[config.mk]
export PLATFORM = sky130hd
export DESIGN_NAME = mem_march_bist
export DESIGN_NICKNAME = d
export VERILOG_FILES = /design/src/rtl/mem_march_bist.sv
export SDC_FILE = /design/constraint.sdc
export NUM_CORES = 1
export LEC_CHECK = 0
export CAP_MARGIN = 40
export CORE_ASPECT_RATIO = 1.2
export CORE_MARGIN = 2
export CORE_UTILIZATION = 44
export CTS_BUF_LIST = sky130_fd_sc_hd__clkbuf_4 sky130_fd_sc_hd__clkbuf_8
export DETAILED_ROUTE_END_ITERATION = 12
export HOLD_SLACK_MARGIN = 0.15
export PLACE_DENSITY = 0.82
export SLEW_MARGIN = 15
export SYNTH_ARGS = -nofsm -noshare
export SYNTH_HDL_FRONTEND = slang
export SYNTH_SLANG_ARGS = --single-unit
[constraint.sdc]
create_clock -name clk -period 2.9 [get_ports clk]
set_input_delay 0.58 -clock clk [delete_from_list [all_inputs] [get_ports clk]]
set_output_delay 0.58 -clock clk [all_outputs]
set_load 0.01 [all_outputs]
[src/rtl/mem_march_bist.sv]
// rtl/mem_march_bist.sv - March C- self-test controller for the data memory request port
// Walks M0..M5 over NUM_WORDS words and reports the first read mismatch or request timeout.
module mem_march_bist #(
   parameter int                        ADDRESS_SIZE   = 32,
   parameter int                        WORD_SIZE      = 32,
   parameter int                        NUM_WORDS      = 1024,
   parameter int                        ADDR_STRIDE    = 4,
   parameter logic [ADDRESS_SIZE-1:0]   BASE_ADDR      = '0,
   parameter int                        TIMEOUT_CYCLES = 64
) (
   input  logic                    clk,
   input  logic                    rst,
   input  logic                    start,
   output logic                    busy,
   output logic                    done,
   output logic                    pass,
   output logic                    timeout,
   output logic [2:0]              fail_element,
   output logic [ADDRESS_SIZE-1:0] fail_addr,
   output logic [WORD_SIZE-1:0]    fail_data,
   output logic [WORD_SIZE-1:0]    fail_expected,
   output logic [ADDRESS_SIZE-1:0] mem_addr,
   output logic [WORD_SIZE-1:0]    mem_wdata,
   output logic                    mem_we,
   output logic                    mem_re,
   input  logic [WORD_SIZE-1:0]    mem_rdata,
   input  logic                    mem_ready
);

   localparam int IDX_W = (NUM_WORDS > 2) ? $clog2(NUM_WORDS) : 1;
   localparam int TMR_W = $clog2(TIMEOUT_CYCLES + 1);
   localparam logic [IDX_W-1:0] LAST_IDX = IDX_W'(NUM_WORDS - 1);
   localparam logic [TMR_W-1:0] TMR_LAST = TMR_W'(TIMEOUT_CYCLES - 1);

   typedef enum logic [2:0] {
      S_IDLE,
      S_ISSUE,
      S_WAIT,
      S_NEXT,
      S_DONE
   } state_t;

   state_t                  r_state;
   state_t                  w_state_nxt;
   logic [2:0]              r_elem;
   logic                    r_op;
   logic [IDX_W-1:0]        r_index;
   logic [TMR_W-1:0]        r_timer;
   logic                    r_busy;
   logic                    r_done;
   logic                    r_pass;
   logic                    r_timeout;
   logic [2:0]              r_fail_element;
   logic [ADDRESS_SIZE-1:0] r_fail_addr;
   logic [WORD_SIZE-1:0]    r_fail_data;
   logic [WORD_SIZE-1:0]    r_fail_expected;

   logic                    w_is_write;
   logic                    w_pattern_one;
   logic [WORD_SIZE-1:0]    w_pattern;
   logic                    w_descend;
   logic                    w_last_op;
   logic                    w_at_end;
   logic [ADDRESS_SIZE-1:0] w_addr;
   logic                    w_req;
   logic                    w_mismatch;
   logic                    w_expire;
   logic                    w_finish;

   // r_op selects the read (0) or write (1) half of the two-operation elements M1..M4.
   always_comb begin
      w_is_write    = (r_elem == 3'd0) || ((r_elem != 3'd5) && r_op);
      w_pattern_one = (((r_elem == 3'd1) || (r_elem == 3'd3)) && r_op) ||
                      (((r_elem == 3'd2) || (r_elem == 3'd4)) && !r_op);
      w_pattern     = w_pattern_one ? '1 : '0;
      w_descend     = (r_elem == 3'd3) || (r_elem == 3'd4);
      w_last_op     = (r_elem == 3'd0) || (r_elem == 3'd5) || r_op;
      w_at_end      = w_descend ? (r_index == '0) : (r_index == LAST_IDX);
      w_addr        = BASE_ADDR + ADDRESS_SIZE'(r_index) * ADDRESS_SIZE'(ADDR_STRIDE);
      w_req         = (r_state == S_ISSUE) || (r_state == S_WAIT);
      w_mismatch    = (r_state == S_WAIT) && mem_ready && !w_is_write &&
                      (mem_rdata != w_pattern);
      w_expire      = (r_state == S_WAIT) && !mem_ready && (r_timer == TMR_LAST);
      w_finish      = (r_state == S_NEXT) && w_last_op && w_at_end && (r_elem == 3'd5);
   end

   always_comb begin
      w_state_nxt = r_state;
      case (r_state)
         S_IDLE:  if (start) w_state_nxt = S_ISSUE;
         S_ISSUE: w_state_nxt = S_WAIT;
         S_WAIT: begin
            if (w_mismatch || w_expire) w_state_nxt = S_DONE;
            else if (mem_ready)         w_state_nxt = S_NEXT;
         end
         S_NEXT:  w_state_nxt = w_finish ? S_DONE : S_ISSUE;
         S_DONE:  if (start) w_state_nxt = S_ISSUE;
         default: w_state_nxt = S_IDLE;
      endcase
   end

   always_ff @(posedge clk) begin
      if (!rst) begin
         r_state         <= S_IDLE;
         r_elem          <= '0;
         r_op            <= 1'b0;
         r_index         <= '0;
         r_timer         <= '0;
         r_busy          <= 1'b0;
         r_done          <= 1'b0;
         r_pass          <= 1'b0;
         r_timeout       <= 1'b0;
         r_fail_element  <= '0;
         r_fail_addr     <= '0;
         r_fail_data     <= '0;
         r_fail_expected <= '0;
      end else begin
         r_state <= w_state_nxt;
         case (r_state)
            S_IDLE, S_DONE: begin
               if (start) begin
                  r_elem          <= '0;
                  r_op            <= 1'b0;
                  r_index         <= '0;
                  r_busy          <= 1'b1;
                  r_done          <= 1'b0;
                  r_pass          <= 1'b0;
                  r_timeout       <= 1'b0;
                  r_fail_element  <= '0;
                  r_fail_addr     <= '0;
                  r_fail_data     <= '0;
                  r_fail_expected <= '0;
               end
            end
            S_ISSUE: r_timer <= '0;
            S_WAIT: begin
               r_timer <= r_timer + TMR_W'(1);
               if (w_mismatch || w_expire) begin
                  r_busy          <= 1'b0;
                  r_done          <= 1'b1;
                  r_pass          <= 1'b0;
                  r_timeout       <= w_expire;
                  r_fail_element  <= r_elem;
                  r_fail_addr     <= w_addr;
                  r_fail_data     <= w_expire ? '0 : mem_rdata;
                  r_fail_expected <= w_pattern;
               end
            end
            S_NEXT: begin
               if (!w_last_op) begin
                  r_op <= 1'b1;
               end else begin
                  r_op <= 1'b0;
                  if (w_finish) begin
                     r_busy <= 1'b0;
                     r_done <= 1'b1;
                     r_pass <= 1'b1;
                  end else if (w_at_end) begin
                     // M3 and M4 descend, so they start from the top word.
                     r_elem  <= r_elem + 3'd1;
                     r_index <= ((r_elem == 3'd2) || (r_elem == 3'd3)) ? LAST_IDX : '0;
                  end else begin
                     r_index <= w_descend ? (r_index - IDX_W'(1)) : (r_index + IDX_W'(1));
                  end
               end
            end
            default: ;
         endcase
      end
   end

   assign busy          = r_busy;
   assign done          = r_done;
   assign pass          = r_pass;
   assign timeout       = r_timeout;
   assign fail_element  = r_fail_element;
   assign fail_addr     = r_fail_addr;
   assign fail_data     = r_fail_data;
   assign fail_expected = r_fail_expected;
   assign mem_we        = w_req && w_is_write;
   assign mem_re        = w_req && !w_is_write;
   assign mem_addr      = w_req ? w_addr : '0;
   assign mem_wdata     = (w_req && w_is_write) ? w_pattern : '0;

endmodule

# Yosys cells after proc, flatten, opt, wreduce, memory -nomap -nowiden
# Cells that the tools add are included.
# totals
regBits	127
latchBits	0
ram_bits	0
rom_bits	0
output_inout_bits	169
wordCells	124
memories	0
# classes
add_sub_neg	4
mul	0
n_div	0
order_cmp	0
eq_ne	20
shift	0
mux	47
n_bitwise	0
reduce_logical	40
# op_table
op	count
32-bit 2-to-1 mux	7
32-bit case mux with 2 select lines	3
10-bit 2-to-1 mux	6
32-bit inequality test	1
3-bit 2-to-1 mux	9
10-bit case mux with 2 select lines	1
7-bit case mux with 2 select lines	1
1-bit logical AND	13
3-bit by 2-bit == test with 1-bit output, second input constant	4
12-bit 2-to-1 mux	1
3-bit case mux with 2 select lines	2
3-bit case mux with 4 select lines	1
1-bit 2-to-1 mux	11
10-bit by 1-bit adder with 10-bit output, second input constant	1
10-bit == test, second input constant	1
10-bit zero test	1
1-bit logical OR	10
5-bit AND reduction	2
10-bit by 1-bit subtractor with 10-bit output, second input constant	1
3-bit == test, second input constant	3
1-bit case mux with 3 select lines	3
2-bit inequality test, second input constant	4
7-bit by 1-bit adder with 7-bit output, second input constant	1
7-bit by 6-bit == test with 1-bit output, second input constant	1
other kinds (14)	23

# Logic depth before layout (Yosys ltp)
# logic_depth
depth_word	10
depth_mapped	11
mapped_depth_nobuf	11

# Worst setup path before layout
# OpenSTA, ideal clock, no wires.
# synth_path
path_type	register -> output
startpoint	register r_elem[1]
endpoint	output port mem_wdata[10]
t_arrival_ps	2058
required_ps	2320
path_slack_ps	262
stages_incl_launch_ff	8
cell_sequence	dfxtp_1 -> inv_1 -> ha_1 -> nand2_1 -> a21oi_1 -> nor2_1 -> and3_1 -> buf_4
# synth_via
word_cells_on_any_way	16
cone_classes	5 x eq/ne; 2 x mux; 9 x reduce/logical
# synth_lines
item	line	rtl
start: declaration	45	logic [2:0] r_elem;
start signal: assignment	160	r_elem <= r_elem + 3'd1;
3-bit inequality test	72	w_is_write = (r_elem == 3'd0) || ((r_elem != 3'd5) && r_op);
1-bit logical AND	72	
1-bit logical OR (*)	72	
1-bit logical AND (*)	--	
via mem_we	24	output logic mem_we,
32-bit 2-to-1 mux (*)	183	assign mem_wdata = (w_req && w_is_write) ? w_pattern : '0;
end: declaration	23	output logic [WORD_SIZE-1:0] mem_wdata,
# Mark *: on every way through the listed nets, which the timed path passes. The rest lies on a longest branch.

# Worst setup path after layout
# layout_path
startpoint	register r_elem[0]
endpoint	register r_index[6]
# layout_via
elab_chain_len	8
word_cells_on_any_way	22
cone_classes	6 x eq/ne; 7 x mux; 9 x reduce/logical
# layout_rtl
item	line	rtl
parallel branches: the longest is 8 deep, another holds 10-bit 2-to-1 mux	--	
end signal: assignment	161	r_index <= ((r_elem == 3'd2) || (r_elem == 3'd3)) ? LAST_IDX : '0;
end signal: assignment	163	r_index <= w_descend ? (r_index - IDX_W'(1)) : (r_index + IDX_W'(1));
end: declaration	47	logic [IDX_W-1:0] r_index;
# Several ways; the timed one is not identified. The select of a mux whose other input is x is not followed.
# A chain may end at the register's enable or synchronous reset.

==> impl_metrics.yaml <==
timing:
  hold_ws_ns: 0.461
  setup-violations-final: 0
  rsz0062_at_grt: "no"
  tightest_slew_ns: 0.791
  relSlewSlack_pct: 47.2
  period_share_pct: 95.2
  worst_clock_skew_ns: 0.0154
  hold_viol_final: 0
  fin_setup_tns_ns: 0
  slew_violations: 0
  post-route-min-period_ns: 2.76
  fmax_mhz: 362
  fin_ws_ns: 0.140
detailed_routing:
  drtIter0Drc: 338
  num_vias: 4388
  routed-wl-met2_um: 6780
  drt-vias-per-instance: 5.33
  wl_met1_um: 4780
  dr_wl_met3_um: 800
  wl_um: 12900
  top_layer: "met4"
  wl_per_cell_um: 15.7
  route.detailed.drc: 0
  firstDrtPassIters: 4
  drtAntennaViolNets: 0
logic_synthesis:
  netlist-cell-type-count: 55
  syn_area_per_cell_sq_um: 8.18
  async_reset_ff_share_pct: 0
  yosysSeqAreaShare_pct: 30.6
  netlist_area_sq_mm: 0.00485
  ys_seq_elements: 74
  synth_ff_type: "dfxtp_1"
  syn_inst: 593
  synth_edf_count: 0
  yosys_warnings: 0
clock_network:
  cts_made_buffers: 9
  clockBufferDepth: 2
  cts.sinks: 74
  clk_pin_slew_ns: 0.08
  holdBufCountCts: 0
  cts_root_buf: "clkbuf_8"
  clk_latency_ns: 0.36
  cts_tree: "built"
  htree_levels: 3
floorplan:
  fp.dieH_um: 119
  die_w_um: 99.8
  start_util_pct: 44.6
  core_sq_mm: 0.0109
  num_io_pins: 205
  dieArea_sq_mm: 0.0119
  rows: 42
worst_setup_path:
  cpMaxStageDelayCell: "dfxtp_2"
  required_ns: 3.19
  path_delay_family: "compound AO/OA/AOI/OAI gates"
  worstSetupPathType: "reg2reg"
  worst_path_largest_cell_delay_ns: 0.39
  cp.arrival_ns: 3.05
  worstSetupEndpointType: "register"
  crit_fanout: 17
  worstPathCellList: "inv_1 -> ha_2 -> mux2_4 -> ha_1 -> nor2b_1 -> o21ai_0 -> a21oi_1 -> o311ai_0 -> a32oi_1 -> nor2_1"
  cp_num_buf_inv: 1
  worst_setup_path_start_kind: "register"
placement:
  place_hpwl_um: 9640
  place_congestion: 0.929
  post-place-ws_ns: 0.0848
  portBuffers: 160
  place_area_sq_mm: 0.00591
power:
  ir_drop_mv: 0.228
  power_density_mw_per_mm2: 462
  p_leak_nw: 2.44
global_routing:
  grt_max_degree: 49
  grt-ovfl-total: 0
  grt_pass1_wl_um: 20700
  grt_pass1_vias: 4260
  grt_use_total_pct: 21.2
  antenna_found_initial: 0
finish:
  drive_above_1_share_pct: 7.23
  syn_to_final_growth_pct: 26.8
  design_area_sq_mm: 0.00615
  diodes: 0
  finalNetCount: 738
flow_run:
  drv_cap: 0
run_status:
  outcome: "finished clean"
hold_path:
  holdCritPathClass: "reg2reg"
-- where the power goes --
part | internal, mW | switching, mW
clock network | 0.447 | 0.411
logic | 0.380 | 0.496
registers | 1.06 | 0.0418
-- layout by cell type (no fill, tap or decap), types with 2 or more instances in the layout --
master           Yosys  final
nor3_1               7      7
inv_1               15     15
buf_12               3      3
nor2b_1             10      9
ha_2                 0      2
and3_1               4      3
nand4_1             16     16
a21oi_1             22     21
o211ai_1             5      5
a22oi_1              4      4
and4_1               3      3
and2_1               2      2
a211oi_1             5      5
clkdlybuf4s50_1      0    127
nand2b_1             2      2
xnor2_1              2      2
nand2_1             72     71
nor4_1              13     13
clkinvlp_4           0      3
conb_1               1     44
dlygate4sd2_1        0     32
or2_2                3      3
o21a_1               3      3
ha_1                14     12
nor2_1              30     30
o21ai_0             13     13
a21o_1               3      3
clkbuf_8             0     11
a21oi_2              2      2
or3_1                3      3
o22ai_1              2      2
o31ai_1              2      2
buf_4              107     10
xor2_1               3      3
dfxtp_2              0      3
dfxtp_1             74     71
a32oi_1              2      2
mux2i_1             48     48
nand3_1             56     56
-- registers in the layout, indices dropped and copies added (netlist names) --
register       flops
busy               1
done               1
fail_addr         10
fail_data         32
fail_element       3
fail_expected      1
pass               1
r_elem             3
r_index           10
r_op               1
r_state            3
r_timer            7
timeout            1
-- worst reg2reg max path: stages (launching register included) --
cell and delay (ns):
dfxtp_2 0.39, inv_1 0.09, ha_2 0.20, mux2_4 0.36, ha_1 0.37, nor2b_1 0.16, o21ai_0 0.32, a21oi_1 0.13
o311ai_0 0.37, a32oi_1 0.17, nor2_1 0.14
-- path summary, 6_finish.rpt --
check / startpoint / endpoint / slack [ns] / cells after the start
worst min register to register: fail_expected[30] / fail_expected[30] / 0.46 / 2
worst max-delay path: r_elem[0] / r_index[6] / 0.14 / 10
worst min-delay path: fail_expected[30] / fail_expected[30] / 0.46 / 2
worst max register to register: r_elem[0] / r_index[6] / 0.14 / 10
-- cell families after synthesis --
family | synth area share, %
xor gates and xnor gates | 0.903
buffers and inverters | 21.1
and+or+nand+nor | 22.9
other | 0.0773
AOI/OAI and AO/OA | 10.3
muxes | 10.2
adders and majority gates | 4.03
DFF | 30.6
-- metrics by stage --
step	util, %	cells	power [mW]
after global placement	54.4	805	1.97
after global routing	56.5	824	2.97
after detailed placement	54.4	805	1.99
final	56.5	824	2.84
after floorplan	-	636	1.80
after CTS	56.5	824	2.85
-- metal layers --
metal | global-route usage, % | up-vias
met4 | 12.5 | 0
met2 | 39.0 | 197
met3 | 2.29 | 42
met1 | 23.1 | 2052
li1 | - | 2097
met5 | 0 | -
-- repair_timing --
| item | 4_1_cts | 5_1_grt |
|---|---|---|
| resized for setup | 45 | 0 |
| buffers inserted | 3 | 0 |
| setup endpoints to repair | 32 | 0 |
-- synth_stat cells (3+ instances only) --
master | count | share of area, %
nor4_1 | 13 | 1.7
o211ai_1 | 5 | 0.77
a21o_1 | 3 | 0.46
and3_1 | 4 | 0.52
nand4_1 | 16 | 2.1
a22oi_1 | 4 | 0.62
ha_1 | 14 | 3.6
dfxtp_1 | 74 | 31
inv_1 | 15 | 1.2
or3_1 | 3 | 0.39
mux2i_1 | 48 | 9.9
and4_1 | 3 | 0.54
buf_4 | 107 | 17
nand2_1 | 72 | 5.6
or2_2 | 3 | 0.39
a211oi_1 | 5 | 0.77
nand3_1 | 56 | 5.8
nor2b_1 | 10 | 1.3
a21oi_1 | 22 | 2.3
nor3_1 | 7 | 0.72
o21ai_0 | 13 | 1.3
o21a_1 | 3 | 0.46
buf_12 | 3 | 1.2
clkbuf_1 | 20 | 1.5
xor2_1 | 3 | 0.54
nor2_1 | 30 | 2.3
-- layout make-up --
class | count | area [sq um]
multi-input cells | 414 | 2540
clock buffers | 11 | 151
flip-flops and latches | 74 | 1490
well taps | 132 | 165
clock inverters | 5 | 61.3
fillers | 945 | 4730
inverters | 15 | 56.3
repair buffers | 173 | 1690
Note: power is estimated with default switching activity, not from simulation.
